<file path="src/rtl/pcie_msg_transmitter.sv">
// pcie_msg_transmitter
//   Accepts one message command. The command gives a TLP header, a tag and the
//   location of the payload in local SRAM. The block reads the payload, splits
//   it into fragments and sends each fragment as one AXI INCR write burst.
//   Beat 0 of every burst is a fragment header:
//     {FragType[1:0], PKT_SN[1:0], MSG_TAG[3:0], TLP[119:0]}
//   Payload beats follow the header.
//   Only one burst is outstanding at a time, and AW and W are strictly
//   sequential.
//
//   Build option: PCIE_MSG_TX_BRESP_ABORT_EN
//     Defined:   a non-OKAY bresp skips all remaining fragments.
//     Undefined: every fragment is sent, and err still reports the bad bresp.
//
// Ports
//   clk, rst             clock, async active-high reset
//   cmd_*                command request; cmd_ready is high only in IDLE
//   sram_ren/raddr/rdata payload read port; rdata arrives the cycle after ren
//   axi_aw*/axi_w*/axi_b* AXI write master
//   done/err             one-cycle completion pulse with error status
//   busy                 high whenever not IDLE
module pcie_msg_transmitter #(
  parameter int MAX_FRAG_PAYLOAD = 15
) (
  input  logic         clk,
  input  logic         rst,
  input  logic         cmd_valid,
  output logic         cmd_ready,
  input  logic [119:0] cmd_tlp,
  input  logic [3:0]   cmd_tag,
  input  logic [9:0]   cmd_sram_addr,
  input  logic [11:0]  cmd_payload_beats,
  input  logic [63:0]  cmd_axi_addr,
  output logic         sram_ren,
  output logic [9:0]   sram_raddr,
  input  logic [255:0] sram_rdata,
  output logic         axi_awvalid,
  input  logic         axi_awready,
  output logic [63:0]  axi_awaddr,
  output logic [11:0]  axi_awlen,
  output logic [2:0]   axi_awsize,
  output logic [1:0]   axi_awburst,
  output logic         axi_wvalid,
  input  logic         axi_wready,
  output logic [255:0] axi_wdata,
  output logic [31:0]  axi_wstrb,
  output logic         axi_wlast,
  input  logic         axi_bvalid,
  input  logic [1:0]   axi_bresp,
  output logic         axi_bready,
  output logic         done,
  output logic         err,
  output logic         busy
);

  localparam logic [11:0] MAX = 12'(MAX_FRAG_PAYLOAD);

  typedef enum logic [2:0] {
    S_IDLE, S_AW, S_WHDR, S_RD, S_LAT, S_WDAT, S_BR, S_DONE
  } state_t;

  state_t state, nxt;

  logic         out_en;      // holds cmd_ready low until the first edge after reset
  logic [119:0] tlp_q;
  logic [3:0]   tag_q;
  logic [63:0]  axi_addr_q;
  logic [9:0]   addr_q;      // next SRAM address; wraps modulo 1024
  logic [11:0]  rem_q;       // payload beats not yet read, over the whole message
  logic [11:0]  frag_len_q;  // payload beats in the current fragment
  logic [11:0]  frag_cnt_q;  // payload beats still to read in the current fragment
  logic [1:0]   sn_q;
  logic         first_q, last_q, err_q;
  logic [255:0] wdata_q;
  logic         wlast_q;

  logic         accept, abort;
  logic [1:0]   frag_type;

  assign accept = cmd_valid & cmd_ready;

`ifdef PCIE_MSG_TX_BRESP_ABORT_EN
  assign abort = (axi_bresp != 2'b00);
`else
  assign abort = 1'b0;
`endif

  // S=10, M=00, L=01, SG=11 (a single fragment is both first and last).
  assign frag_type = {first_q, last_q};

  function automatic logic [11:0] clip(input logic [11:0] n);
    return (n > MAX) ? MAX : n;
  endfunction

  // State register
  always_ff @(posedge clk or posedge rst) begin
    if (rst) state <= S_IDLE;
    else     state <= nxt;
  end

  // Next-state logic
  always_comb begin
    nxt = state;
    case (state)
      S_IDLE: if (accept) nxt = (cmd_tag == 4'hF) ? S_DONE : S_AW;
      S_AW:   if (axi_awready) nxt = S_WHDR;
      S_WHDR: if (axi_wready) nxt = (frag_cnt_q != 12'd0) ? S_RD : S_BR;
      S_RD:   nxt = S_LAT;
      S_LAT:  nxt = S_WDAT;
      S_WDAT: if (axi_wready) nxt = (frag_cnt_q != 12'd0) ? S_RD : S_BR;
      S_BR:   if (axi_bvalid) nxt = (last_q || abort) ? S_DONE : S_AW;
      S_DONE: nxt = S_IDLE;
      default: nxt = S_IDLE;
    endcase
  end

  // Output logic
  always_comb begin
    cmd_ready   = (state == S_IDLE) & out_en;
    busy        = (state != S_IDLE);
    axi_awvalid = (state == S_AW);
    axi_wvalid  = (state == S_WHDR) || (state == S_WDAT);
    sram_ren    = (state == S_RD);
    axi_bready  = (state == S_BR);
    done        = (state == S_DONE);
    err         = (state == S_DONE) & err_q;
  end

  assign sram_raddr  = addr_q;
  assign axi_awaddr  = axi_addr_q;
  assign axi_awlen   = frag_len_q;
  assign axi_awsize  = 3'b101;
  assign axi_awburst = 2'b01;
  assign axi_wstrb   = '1;
  assign axi_wdata   = wdata_q;
  assign axi_wlast   = wlast_q & axi_wvalid;

  // Datapath
  always_ff @(posedge clk or posedge rst) begin
    if (rst) begin
      out_en     <= 1'b0;
      tlp_q      <= '0;
      tag_q      <= '0;
      axi_addr_q <= '0;
      addr_q     <= '0;
      rem_q      <= '0;
      frag_len_q <= '0;
      frag_cnt_q <= '0;
      sn_q       <= '0;
      first_q    <= 1'b0;
      last_q     <= 1'b0;
      err_q      <= 1'b0;
      wdata_q    <= '0;
      wlast_q    <= 1'b0;
    end else begin
      out_en <= 1'b1;
      case (state)
        S_IDLE: if (accept) begin
          tlp_q      <= cmd_tlp;
          tag_q      <= cmd_tag;
          axi_addr_q <= cmd_axi_addr;
          addr_q     <= cmd_sram_addr;
          rem_q      <= cmd_payload_beats;
          frag_len_q <= clip(cmd_payload_beats);
          frag_cnt_q <= clip(cmd_payload_beats);
          sn_q       <= 2'd0;
          first_q    <= 1'b1;
          last_q     <= (cmd_payload_beats <= MAX);
          err_q      <= (cmd_tag == 4'hF);
        end
        // Load the header beat here so that it is stable for the whole WHDR state.
        S_AW: if (axi_awready) begin
          wdata_q <= {128'd0, frag_type, sn_q, tag_q, tlp_q};
          wlast_q <= (frag_len_q == 12'd0);
        end
        S_LAT: begin
          wdata_q    <= sram_rdata;
          wlast_q    <= (frag_cnt_q == 12'd1);
          frag_cnt_q <= frag_cnt_q - 12'd1;
          rem_q      <= rem_q - 12'd1;
          addr_q     <= addr_q + 10'd1;
        end
        S_BR: if (axi_bvalid) begin
          if (axi_bresp != 2'b00) err_q <= 1'b1;
          if (!(last_q || abort)) begin
            sn_q       <= sn_q + 2'd1;
            first_q    <= 1'b0;
            frag_len_q <= clip(rem_q);
            frag_cnt_q <= clip(rem_q);
            last_q     <= (rem_q <= MAX);
          end
        end
        default: ;
      endcase
    end
  end

endmodule

</file>
<file path="config.mk">
export PLATFORM = sky130hd
export DESIGN_NAME = pcie_msg_transmitter
export DESIGN_NICKNAME = d
export VERILOG_FILES = /design/src/rtl/pcie_msg_transmitter.sv
export SDC_FILE = /design/constraint.sdc
export NUM_CORES = 1
export LEC_CHECK = 0
export ABC_CLOCK_PERIOD_IN_PS = 23200
export BUFFER_PORTS_ARGS = -buffer_cell sky130_fd_sc_hd__buf_4
export CAP_MARGIN = 0
export CORE_AREA = 2 2 334 336
export CTS_CLUSTER_DIAMETER = 80
export DETAILED_ROUTE_END_ITERATION = 10
export DIE_AREA = 0 0 336 338
export REMOVE_ABC_BUFFERS = 1
export SLEW_MARGIN = 20
export SYNTH_ARGS = -nofsm -noshare
export SYNTH_HDL_FRONTEND = slang
export SYNTH_SLANG_ARGS = --single-unit
</file>
<file path="constraint.sdc">
create_clock -name clk -period 23.2 [get_ports clk]
set_clock_uncertainty 0.1 [all_clocks]
set_input_delay 6.96 -clock clk [delete_from_list [all_inputs] [get_ports clk]]
set_output_delay 6.96 -clock clk [all_outputs]
set_load 0.03 [all_outputs]
</file>
Yosys cells after proc, flatten, opt, wreduce, memory -nomap -nowiden
Cells that the tools add are included.
{"block": "word_totals", "register_bits": 500, "elab_cells": 100, "latchBits": 0, "mem_bits_ro": 0, "n_memories": 0, "ram_bits": 0}
{"block": "classes", "bitwise_logic": 4, "n_mul": 0, "n_addsub": 4, "n_div": 0, "reduce_logical": 19, "magnitude_cmp": 4, "n_eq_ne": 15, "n_shift": 0, "muxes": 39}
{"op": "one-hot mux 256 bit (2 select lines)", "count": 1}
{"op": "2-to-1 mux 256 bit", "count": 1}
{"op": "2-to-1 mux 12 bit", "count": 6}
{"op": "one-hot mux 12 bit (2 select lines)", "count": 2}
{"op": "one-hot mux 12 bit (3 select lines)", "count": 1}
{"op": "> comparator 12 x 4 -> 1 bit (second input constant)", "count": 2}
{"op": "less-or-equal comparator 12 x 4 -> 1 bit (second input constant)", "count": 2}
{"op": "subtractor 12 x 1 -> 12 bit (second input constant)", "count": 2}
{"op": "2-to-1 mux 3 bit", "count": 7}
{"op": "one-hot mux 3 bit (7 select lines)", "count": 1}
{"op": "one-hot mux 10 bit (2 select lines)", "count": 1}
{"op": "AND reduction 4 bit", "count": 4}
{"op": "equality test 12 x 1 -> 1 bit (second input constant)", "count": 1}
{"op": "equality test 3 bit (second input constant)", "count": 4}
{"op": "logical NOT 12 bit", "count": 1}
{"op": "nonzero test 12 bit", "count": 1}
{"op": "adder 10 x 1 -> 10 bit (second input constant)", "count": 1}
{"op": "2-to-1 mux 1 bit", "count": 10}
{"op": "2-to-1 mux 10 bit", "count": 1}
{"op": "one-hot mux 1 bit (2 select lines)", "count": 4}
{"op": "nonzero test 2 bit", "count": 4}
{"op": "equality test 3 x 2 -> 1 bit (second input constant)", "count": 2}
{"op": "2-to-1 mux 2 bit", "count": 3}
{"op": "!= test 2 x 1 -> 1 bit (second input constant)", "count": 3}
{"op": "12 further kinds", "count": 20}

Depth between registers and ports, before layout
Gate-level depths: netlist of the first run.
{"block": "logic_depth", "ltp_word": 5, "depth_mapped": 8, "ltp_nobuf": 6}

Least setup slack after synthesis of the first run
Ideal clock, no wire load.
{"block": "synth_timing", "kind": "reg2out", "from": "register state[1]", "to": "output axi_wlast", "arrival_time_ns": 1.603, "path_stages_with_launch": 6, "setup_slack_ns": 14.537, "cell_sequence": "dfrtp_1 -> buf_2 -> clkbuf_1 -> nor2b_1 -> mux2i_1 -> nor2b_1"}
{"block": "synth_via", "elab_chain_cells": 3}
{"item": "from (decl)", "line": "62", "rtl": "state_t state, nxt;"}
{"item": "from (signal assigned)", "line": "98", "rtl": "else state <= nxt;"}
{"item": "equality test 3 x 2 -> 1 bit or equality test 3 bit (tied branches)", "line": "122", "rtl": "axi_wvalid = (state == S_WHDR) || (state == S_WDAT);"}
{"item": "logical OR 1 bit (*)", "line": "122"}
{"item": "bitwise AND 1 bit (*)", "line": "136", "rtl": "assign axi_wlast = wlast_q & axi_wvalid;"}
{"item": "to (decl)", "line": "47", "rtl": "output logic axi_wlast,"}
Mark *: on every way between the ends. The rest lies on a longest branch, timed or not.

==> run summary, run 1 <==
row count: 122
CTS Root Cell: clkbuf_16
Leakage: 15.5 nW
gp weighted congestion: 0.818
Ports: 862
area delta synth->final: 46.8%
fin crit period: 9.67 ns
HPWL Detailed: 56.8 mm
Main synth FF type: dfrtp_1
grt total ovfl: 0
share of cells above drive strength 1: 30.8%
yosys warns: 0
status: complete, no violations
Worst slew margin: 25.1%
combinational share of power: 43.5%
highest clock rate: 0.103 GHz
Seq pwr share: 34.2%
RSZ-0062 raised after global routing: false
IO buf count: 824
post-synth cell types: 59
Cells after DPL: 4,510
CTS buffer count: 60
Switching Fraction: 43.1%
CP Class: in2async
drt wl/cell: 17.2 um
Final setup viols: 0
Post-CTS Setup Bufs: 0
number of global-route vias before repair: 18,628
final hold vios: 0
sequential share of the synthesized area: 60.3%
Via density: 4.11
Least-Margin Pin Slew: 1.12 ns
Seq cells post-synth: 500
Int Power: 0.00261 W
HP Class: reg2reg
Power Total: 0.00459 W
core box area: 110,000 um^2
GRT Util Overall: 13.2%
required time worst endpoint: 23.71 ns
cell count after synthesis: 2,329
post-cts resize count: 0
Total Routed Length: 79.6 mm
Clk network pwr share: 22.3%
Psw: 0.00198 W
Initial Util: 18.8%
clock-pin slew of the registers on the worst-case setup and hold paths: 0.06 ns
Clock Sinks: 500
Die Span Y: 338 um
drt first pass iters: 5
via count: 19,033
DRT iter0 DRCs: 1,210
nets: 3,563
Final Hold Slack: 0.373 ns
Post-synth EDFFs: 0
antenna violations before repair: 3
CTS tree: yes
CTS H-tree lvls: 2
synthesized area per cell: 8.90 um^2
DRC violations left: 0
Post-Layout Cell Count: 4,626
largest net degree at the start of global routing: 153
Skew-Pair Late Insertion Delay: 0.63 ns
Setup Total Neg Slack: 0 ns
fillers: 11,789
global-route wire length before repair: 116 mm
die area: 114,000 um^2
period utilization: 41.7%
fraction of registers with async set/reset: 100%
VDD IR max: 0.000103 V
Die W: 336 um
Final Slew Violations: 0
Setup crit end kind: async pin
max cap viols: 0
CTS Hold Bufs: 0
Syn Std Cell Area: 20,700 um^2
Startpoint Class: input port
Cell Pwr Density: 151 nW/um^2
worst-path maximum fanout: 140
CTS max path bufs: 3
Routed Antenna Nets: 0
critical path arrival: 10.18 ns
==> final cells by class <==
cell class	count	area, um^2	area share, %
Antenna cell	2	5.00	0.0164
Timing Repair Buffer	845	6370	20.9
Tap cell	1488	1860	6.12
Sequential cell	500	12500	41.1
Clock buffer	86	1800	5.92
Clock inverter	28	370	1.22
Inverter	17	71.3	0.234
Multi-Input combinational cell	1660	7450	24.5
==> cell usage after synthesis (3+ instances only) <==
cell | number | share of area, %
nand2_1 | 903 | 16
dfrtp_1 | 500 | 60
nor2_1 | 243 | 4.4
nand3_1 | 143 | 3.5
clkbuf_1 | 108 | 2.0
o22ai_1 | 103 | 3.1
buf_4 | 38 | 1.4
a31oi_1 | 28 | 0.84
buf_2 | 24 | 0.58
a21oi_1 | 21 | 0.51
buf_1 | 18 | 0.33
inv_1 | 16 | 0.29
and2_1 | 14 | 0.42
o21ai_0 | 14 | 0.34
o31ai_1 | 14 | 0.51
nor3_1 | 11 | 0.27
or3_1 | 11 | 0.33
nor4_1 | 10 | 0.30
or4_1 | 10 | 0.36
o211ai_1 | 9 | 0.33
nand4_1 | 8 | 0.24
nand2b_1 | 6 | 0.18
ha_1 | 5 | 0.30
mux2i_1 | 5 | 0.24
nor2b_1 | 5 | 0.15
or2_2 | 5 | 0.15
and3_1 | 4 | 0.12
o311ai_0 | 4 | 0.17
a211oi_1 | 3 | 0.11
nand3b_1 | 3 | 0.11
o311a_1 | 3 | 0.14
o32ai_1 | 3 | 0.13
==> cell usage in the layout, fill, tap and decap left out, types with 10 or more instances in the layout <==
cell	n
buf_4	843
clkbuf_8	16
o21ai_0	14
or3_1	11
inv_1	15
o31ai_1	14
o22ai_1	103
nor4_1	10
clkinv_2	14
a21oi_1	21
and2_1	13
clkbuf_16	62
a31oi_1	28
nand2_1	902
nor2_1	243
nand3_1	142
conb_1	38
or4_1	10
dfrtp_1	500
nor3_1	11
==> flip-flops by register name, summed over array words and instances, names as in the netlist <==
register    count
axi_wdata     256
tlp_q         120
axi_awaddr     64
axi_awlen      12
frag_cnt_q     12
rem_q          12
sram_raddr     10
tag_q           4
state           3
sn_q            2
err_q           1
first_q         1
last_q          1
out_en          1
wlast_q         1
==> worst max-delay path: stages <==
cell    delay [ns]
buf_4         0.13
inv_8         0.51
buf_4         0.72
buf_12        0.58
buf_4         0.90
==> final timing paths <==
kind / start / endpoint / slack [ns] / cells past startpoint
setup / recovery: rst / axi_wdata[36] / 13.53 / 5
hold / removal: tlp_q[113] / tlp_q[113] / 0.37 / 2
setup reg to reg: state[1] / axi_wdata[105] / 18.80 / 6
hold reg to reg: tlp_q[113] / tlp_q[113] / 0.37 / 2
max in group clk: state[0] / axi_bready / 13.74 / 3
min in group asynchronous: rst / axi_wdata[230] / 6.35 / 2
==> power by group through the flow <==
stage | Combinational, W | Sequential (W) | Clock [W]
detailed placement | 0.00201 | 0.00158 | 0
global route | 0.00216 | 0.00162 | 0.00109
floorplan | 0.000737 | 0.00203 | 0
finish | 0.00199 | 0.00157 | 0.00102
CTS | 0.00202 | 0.00157 | 0.00105
global placement | 0.00198 | 0.00157 | 0
==> stage by stage <==
stage	area, um^2	worst slack [ns]	util [%]
floorplan	20000	2.18	-
global placement	28300	12.74	25.7
detailed placement	28300	12.75	25.7
CTS	30400	13.46	27.7
global route	30400	13.06	27.7
finish	30400	13.53	27.7
==> kinds of logic after synthesis <==
group	after synthesis	synth area share, %
compound gates	224	7.14
xor+xnor	1	0.0422
fa+ha+maj	5	0.302
buf+inv	205	4.54
flops	500	60.3
mux	5	0.241
other cells	2	0.0362
simple gates	1387	27.4
==> layer usage <==
metal	part of all wire (%)	GRT usage, %	up-vias
met1	40	16.5	9185
met3	7.8	3.78	129
li1	-	-	9070
met4	3.0	4.62	2
met2	49	21.9	647
met5	0.010	0	-
Note: power is estimated with default switching activity, not from simulation.
==> inputs of run 2 (changes only) <==
--- a/config.mk
+++ b/config.mk
@@ -5,13 +5,14 @@
 export SDC_FILE = /design/constraint.sdc
 export NUM_CORES = 1
 export LEC_CHECK = 0
-export ABC_CLOCK_PERIOD_IN_PS = 23200
+export ABC_AREA = 1
+export ABC_CLOCK_PERIOD_IN_PS = 8500
 export BUFFER_PORTS_ARGS = -buffer_cell sky130_fd_sc_hd__buf_4
 export CAP_MARGIN = 0
-export CORE_AREA = 2 2 334 336
+export CORE_AREA = 2 2 333 335
 export CTS_CLUSTER_DIAMETER = 80
 export DETAILED_ROUTE_END_ITERATION = 10
-export DIE_AREA = 0 0 336 338
+export DIE_AREA = 0 0 335 337
 export REMOVE_ABC_BUFFERS = 1
 export SLEW_MARGIN = 20
 export SYNTH_ARGS = -nofsm -noshare
==> constraint.sdc (replaced) <==
create_clock -name clk -period 8.5 [get_ports clk]
set_clock_uncertainty 0.1 [all_clocks]
set_input_delay 2.55 -clock clk [delete_from_list [all_inputs] [get_ports clk]]
set_output_delay 2.55 -clock clk [all_outputs]
set_load 0.03 [all_outputs]
==> run 2 against run 1 <==
Highest routed layer unchanged. Setup slack got worse by 10 ns. Critical endpoint is now axi_bready. Clock-buffer cell count grew 2. Via count fell by 2.3%.
==> run summary, run 2 <==
post-synth top area share: 60.8%
Least-Margin Pin Slew: 1.05 ns
Worst slew margin: 29.9%
post-cts resize count: 0
Int Power: 0.00681 W
gp weighted congestion: 0.852
min-delay src: tlp_q[114]
Routed Antenna Nets: 0
post-route cell area: 30,100 um^2
core box area: 110,000 um^2
RR Startpoint: state[0]
Skew-Pair Late Insertion Delay: 0.62 ns
period utilization: 58.4%
Setup Total Neg Slack: 0 ns
Seq cells post-synth: 500
antenna violations before repair: 7
cell count after synthesis: 2,217
Post-Layout Cell Count: 4,474
status: complete, no violations
Cells after DPL: 4,358
worst-path maximum fanout: 12
Post-synth EDFFs: 0
CTS buffer count: 66
VDD IR max: 0.000202 V
Power Total: 0.0120 W
Main synth FF type: dfrtp_1
max cap viols: 0
Total Routed Length: 78.6 mm
sequential share of the synthesized area: 60.8%
Post-CTS Setup Bufs: 0
Synth Area in Compound Gates: 10.6%
CTS tree: yes
Clock Sinks: 500
Final WS setup: 3.53 ns
number of global-route vias before repair: 18,220
Initial Util: 18.8%
synthesized area per cell: 9.29 um^2
FF-to-FF path depth: 8
CTS H-tree lvls: 3
required time worst endpoint: 5.85 ns
cell with the most instances after synthesis: nand2_1
largest net degree at the start of global routing: 149
final hold vios: 0
Final setup viols: 0
die area: 113,000 um^2
yosys warns: 0
commonest non-fill, non-tap cell in the layout: buf_4
Final Slew Violations: 0
clock-pin slew of the registers on the worst-case setup and hold paths: 0.06 ns
global-route wire length before repair: 114 mm
via count: 18,599
storage element area: 12,500 um^2
most frequent cells after synthesis: nand2_1 (793), dfrtp_1 (500), nor2_1 (293)
CTS Hold Bufs: 0
area delta synth->final: 46.1%
CTS max path bufs: 3
grt total ovfl: 0
Seq pwr share: 34.2%
fin crit period: 4.97 ns
max reg flops: 256
combinational share of power: 42.9%
GRT Util Overall: 13.2%
most frequent cells in the layout: buf_4 (839), nand2_1 (793), dfrtp_1 (500)
mux cell area share after synthesis: 0%
Ports: 862
Syn Std Cell Area: 20,600 um^2
DRT iter0 DRCs: 1,143
HP Class: reg2reg
CP max-delay cell: dfrtp_1
critical path arrival: 2.32 ns
crit-path cells: inv_1 > nand3_1 > clkinv_1 > buf_4
Die Span Y: 337 um
Worst path max stage delay: 0.46 ns
post-synth cell types: 36
Simple-Gate Fraction of Synth Area: 22.2%
Die W: 335 um
combinational family with the most area after synthesis: simple AND/OR/NAND/NOR gates
Leakage: 15.4 nW
CTS Root Cell: clkbuf_16
Psw: 0.00514 W
row count: 122
drt first pass iters: 5
nets: 3,479
Via density: 4.16
Post-Synth XOR/XNOR Area: 0.0851%
share of cells above drive strength 1: 31.7%
Startpoint Class: register
CP Class: reg2out
Switching Fraction: 43.0%
fraction of registers with async set/reset: 100%
RSZ-0062 raised after global routing: false
Yosys top cell by area: dfrtp_1
Cell Pwr Density: 397 nW/um^2
Setup WS pre-CTS: 3.41 ns
HPWL Detailed: 55.7 mm
drt wl/cell: 17.6 um
critical path launch point: state[0]
largest cells by area after synthesis: dfrtp_1 (61%), nand2_1 (14%), a22o_1 (5.4%), nor2_1 (5.3%), o22ai_1 (3.2%)
IO buf count: 824
highest clock rate: 0.201 GHz
Post-Synth Adder-Cell Area: 0.304%
post-placement cell area: 28,000 um^2
footprint of the multi-input gates: 7040 um^2
Clk network pwr share: 22.9%
fillers: 11,718
hold-critical path depth: 2
Setup crit end kind: primary output
DRC violations left: 0
-- run 2: changes by cell type after synthesis, sizes merged, moves of 16 or more --
cell / previous run / this run
a21oi: 21 / 1
a22o: 0 / 128
buf: 80 / 133
clkbuf: 108 / 30
inv: 16 / 70
nand2: 903 / 800
nand3: 143 / 53
nor2: 243 / 298
o21ai: 14 / 30
-- run 2: cell type report --
| class | instances | share of cell area, % |
|---|---|---|
| flip-flops and latches | 500 | 41.6 |
| multi-input cells | 1519 | 23.4 |
| repair buffers | 842 | 21.1 |
| clock buffers | 88 | 5.96 |
| well taps | 1426 | 5.93 |
| clock inverters | 26 | 1.04 |
| inverters | 71 | 0.936 |
| diodes | 2 | 0.0166 |
-- run 2: kinds of logic (layout without fill, tap and decap cells) --
family	Yosys count	count (layout)
and+or+nand+nor	1173	1173
buffers and inverters	234	1027
DFF	500	500
other	2	40
xor gates and xnor gates	2	2
adders and majority gates	5	5
AOI/OAI and AO/OA	301	301
-- run 2: final timing paths --
| path | end | slack, ns |
|---|---|---|
| hold / removal | tlp_q[114] | 0.38 |
| min in group asynchronous | tlp_q[81] | 1.97 |
| max in group asynchronous | axi_wdata[249] | 4.91 |
| setup reg to reg | rem_q[4] | 4.84 |
| hold reg to reg | tlp_q[114] | 0.38 |
| setup / recovery | axi_bready | 3.53 |
-- run 2: through the flow --
step | hold WS [ns] | utilization (%)
final | 0.375 | 27.5
after global routing | 0.389 | 27.5
after CTS | 0.381 | 27.5
after detailed placement | 0.365 | 25.5
after global placement | 0.363 | 25.5
after floorplan | 0.349 | -
-- run 2: power groups by stage --
stage / combinational [W] / clock [W] / sequential (W)
6_report: 0.00512 / 0.00274 / 0.00409
5_1_grt: 0.00555 / 0.00294 / 0.00421
4_1_cts: 0.00519 / 0.00284 / 0.00409
3_5_place_dp: 0.00518 / 0 / 0.00410
3_3_place_gp: 0.00511 / 0 / 0.00410
2_1_floorplan: 0.00190 / 0 / 0.00526
-- run 2: critical path, delay by kind of cell, from the launching register on --
family	cells	cell delay [ns]
buffers and inverters	3	0.85
flip-flops	1	0.46
AND/OR/NAND/NOR	1	0.38
-- run 2: routing by layer --
layer | vias up | part of all wire [%] | track usage, %
li1 | 8738 | - | -
met5 | - | 0.052 | 0
met3 | 149 | 7.7 | 3.62
met4 | 6 | 3.7 | 6.19
met1 | 9007 | 42 | 16.9
met2 | 699 | 47 | 20.6
==> inputs of run 3 (changes only) <==
--- a/config.mk
+++ b/config.mk
@@ -5,14 +5,14 @@
 export SDC_FILE = /design/constraint.sdc
 export NUM_CORES = 1
 export LEC_CHECK = 0
-export ABC_AREA = 1
-export ABC_CLOCK_PERIOD_IN_PS = 8500
+export ABC_AREA = 0
+export ABC_CLOCK_PERIOD_IN_PS = 4000
 export BUFFER_PORTS_ARGS = -buffer_cell sky130_fd_sc_hd__buf_4
 export CAP_MARGIN = 0
-export CORE_AREA = 2 2 333 335
+export CORE_AREA = 2 2 334 336
 export CTS_CLUSTER_DIAMETER = 80
 export DETAILED_ROUTE_END_ITERATION = 10
-export DIE_AREA = 0 0 335 337
+export DIE_AREA = 0 0 336 338
 export REMOVE_ABC_BUFFERS = 1
 export SLEW_MARGIN = 20
 export SYNTH_ARGS = -nofsm -noshare
==> constraint.sdc (replaced) <==
create_clock -name clk -period 4 [get_ports clk]
set_clock_uncertainty 0.1 [all_clocks]
set_input_delay 1.2 -clock clk [delete_from_list [all_inputs] [get_ports clk]]
set_output_delay 1.2 -clock clk [all_outputs]
set_load 0.03 [all_outputs]
==> run 3 against run 2 <==
Critical path depth shrank 1. Critical endpoint unchanged. Die area grew 0.60%. Flip-flop and latch count is the same.
==> run summary, run 3 (same netlist as run 1, synthesis figures left out) <==
status: complete, no violations
fillers: 11,702
share of cells above drive strength 1: 31.2%
GRT Util Overall: 13.4%
worst-path maximum fanout: 22
CTS H-tree lvls: 2
commonest non-fill, non-tap cell in the layout: nand2_1
Final setup viols: 0
Die W: 336 um
Final Hold Slack: 0.371 ns
VDD IR max: 0.000440 V
hold-critical path depth: 2
Final Slew Violations: 0
met2 Use GR: 22.1%
clock-pin slew of the registers on the worst-case setup and hold paths: 0.06 ns
FF-to-FF path depth: 4
CTS buffer count: 60
grt total ovfl: 0
max reg flops: 256
Util after Layout: 27.9%
drt first pass iters: 5
Via density: 4.15
drt wl/cell: 17.3 um
IO buf count: 824
post-route cell area: 30,700 um^2
max cap viols: 0
highest clock rate: 0.279 GHz
HPWL Detailed: 58.6 mm
met3 Use GR: 3.36%
Least-Margin Pin Slew: 1.11 ns
Die Span Y: 338 um
CP Class: reg2out
fin crit period: 3.59 ns
Final WS setup: 0.411 ns
diode count: 0
Routed Antenna Nets: 0
CTS Hold Bufs: 0
post-placement cell area: 28,700 um^2
HP Class: reg2reg
post-cts resize count: 0
Cell Pwr Density: 863 nW/um^2
M1 GR Usage: 16.7%
period utilization: 89.7%
largest net degree at the start of global routing: 150
Top Usage Layer GRT: met2
Clock Sinks: 500
CTS tree: yes
Worst slew margin: 25.8%
DRT iter0 DRCs: 1,134
area delta synth->final: 48.2%
required time worst endpoint: 2.70 ns
Initial Util: 18.8%
Leakage: 15.7 nW
Startpoint Class: register
number of global-route vias before repair: 18,672
Setup crit end kind: primary output
most frequent cells in the layout: nand2_1 (902), buf_4 (853), dfrtp_1 (500)
final hold vios: 0
Setup WS pre-CTS: 0.984 ns
DRC violations left: 0
gp weighted congestion: 0.839
nets: 3,590
Ports: 862
row count: 122
antenna violations before repair: 1
Post-CTS Setup Bufs: 0
die area: 114,000 um^2
CTS Root Cell: clkbuf_16
critical path arrival: 2.29 ns
Power Total: 0.0265 W
CTS max path bufs: 3
Skew-Pair Late Insertion Delay: 0.63 ns
via count: 19,287
RSZ-0062 raised after global routing: false
Total Routed Length: 80.5 mm
core box area: 110,000 um^2
global-route wire length before repair: 117 mm
==> run 3: cell types whose count changed in the layout (fill, tap and decap cells not counted), moves of 16 or more <==
cell     change
a22o_1     -128
inv_1       -50
nand2_1    +109
nand3_1     +90
nor2_1      -49
buf_12      +16
a21oi_1     +20
==> run 3: worst paths after layout <==
kind	from	to	slack [ns]
max	state[1]	axi_bready	0.41
min	tlp_q[119]	tlp_q[119]	0.37
max reg2reg	state[2]	axi_wdata[90]	1.33
min reg2reg	tlp_q[119]	tlp_q[119]	0.37
max in group asynchronous	rst	axi_wdata[246]	2.39
min in group asynchronous	rst	axi_wdata[147]	0.58
==> run 3: stage by stage <==
step	setup TNS (ns)	std cells
2_1_floorplan	-6855.35	2177
3_3_place_gp	0	4537
3_5_place_dp	0	4537
4_1_cts	0	4645
5_1_grt	0	4645
6_report	0	4645
==> run 3: critical path: stages, from the launching register on <==
cell      delay [ns]
dfrtp_1         0.79
nand3b_1        0.37
clkinv_1        0.28
buf_4           0.21
==> run 3: routing by layer <==
layer	wire (um)	vias to the layer above
li1	-	9124
met1	32600	9350
met2	39200	692
met3	6040	119
met4	2680	2
met5	9	-
==> run 3: power by group <==
group          switching [W]  leakage, nW  internal [W]
combinational        0.00755         8.48       0.00417
clock                0.00225        0.998       0.00344
sequential           0.00165         6.19       0.00744
==> run 3: cell type report <==
type                    instances  area, um^2  area share, %
flip-flops and latches        500       12500           40.7
clock buffers                  83        1720           5.59
inverters                      17        71.3          0.232
clock inverters                25         330           1.07
well taps                    1488        1860           6.06
multi-input cells            1660        7450           24.2
repair buffers                872        6780           22.1
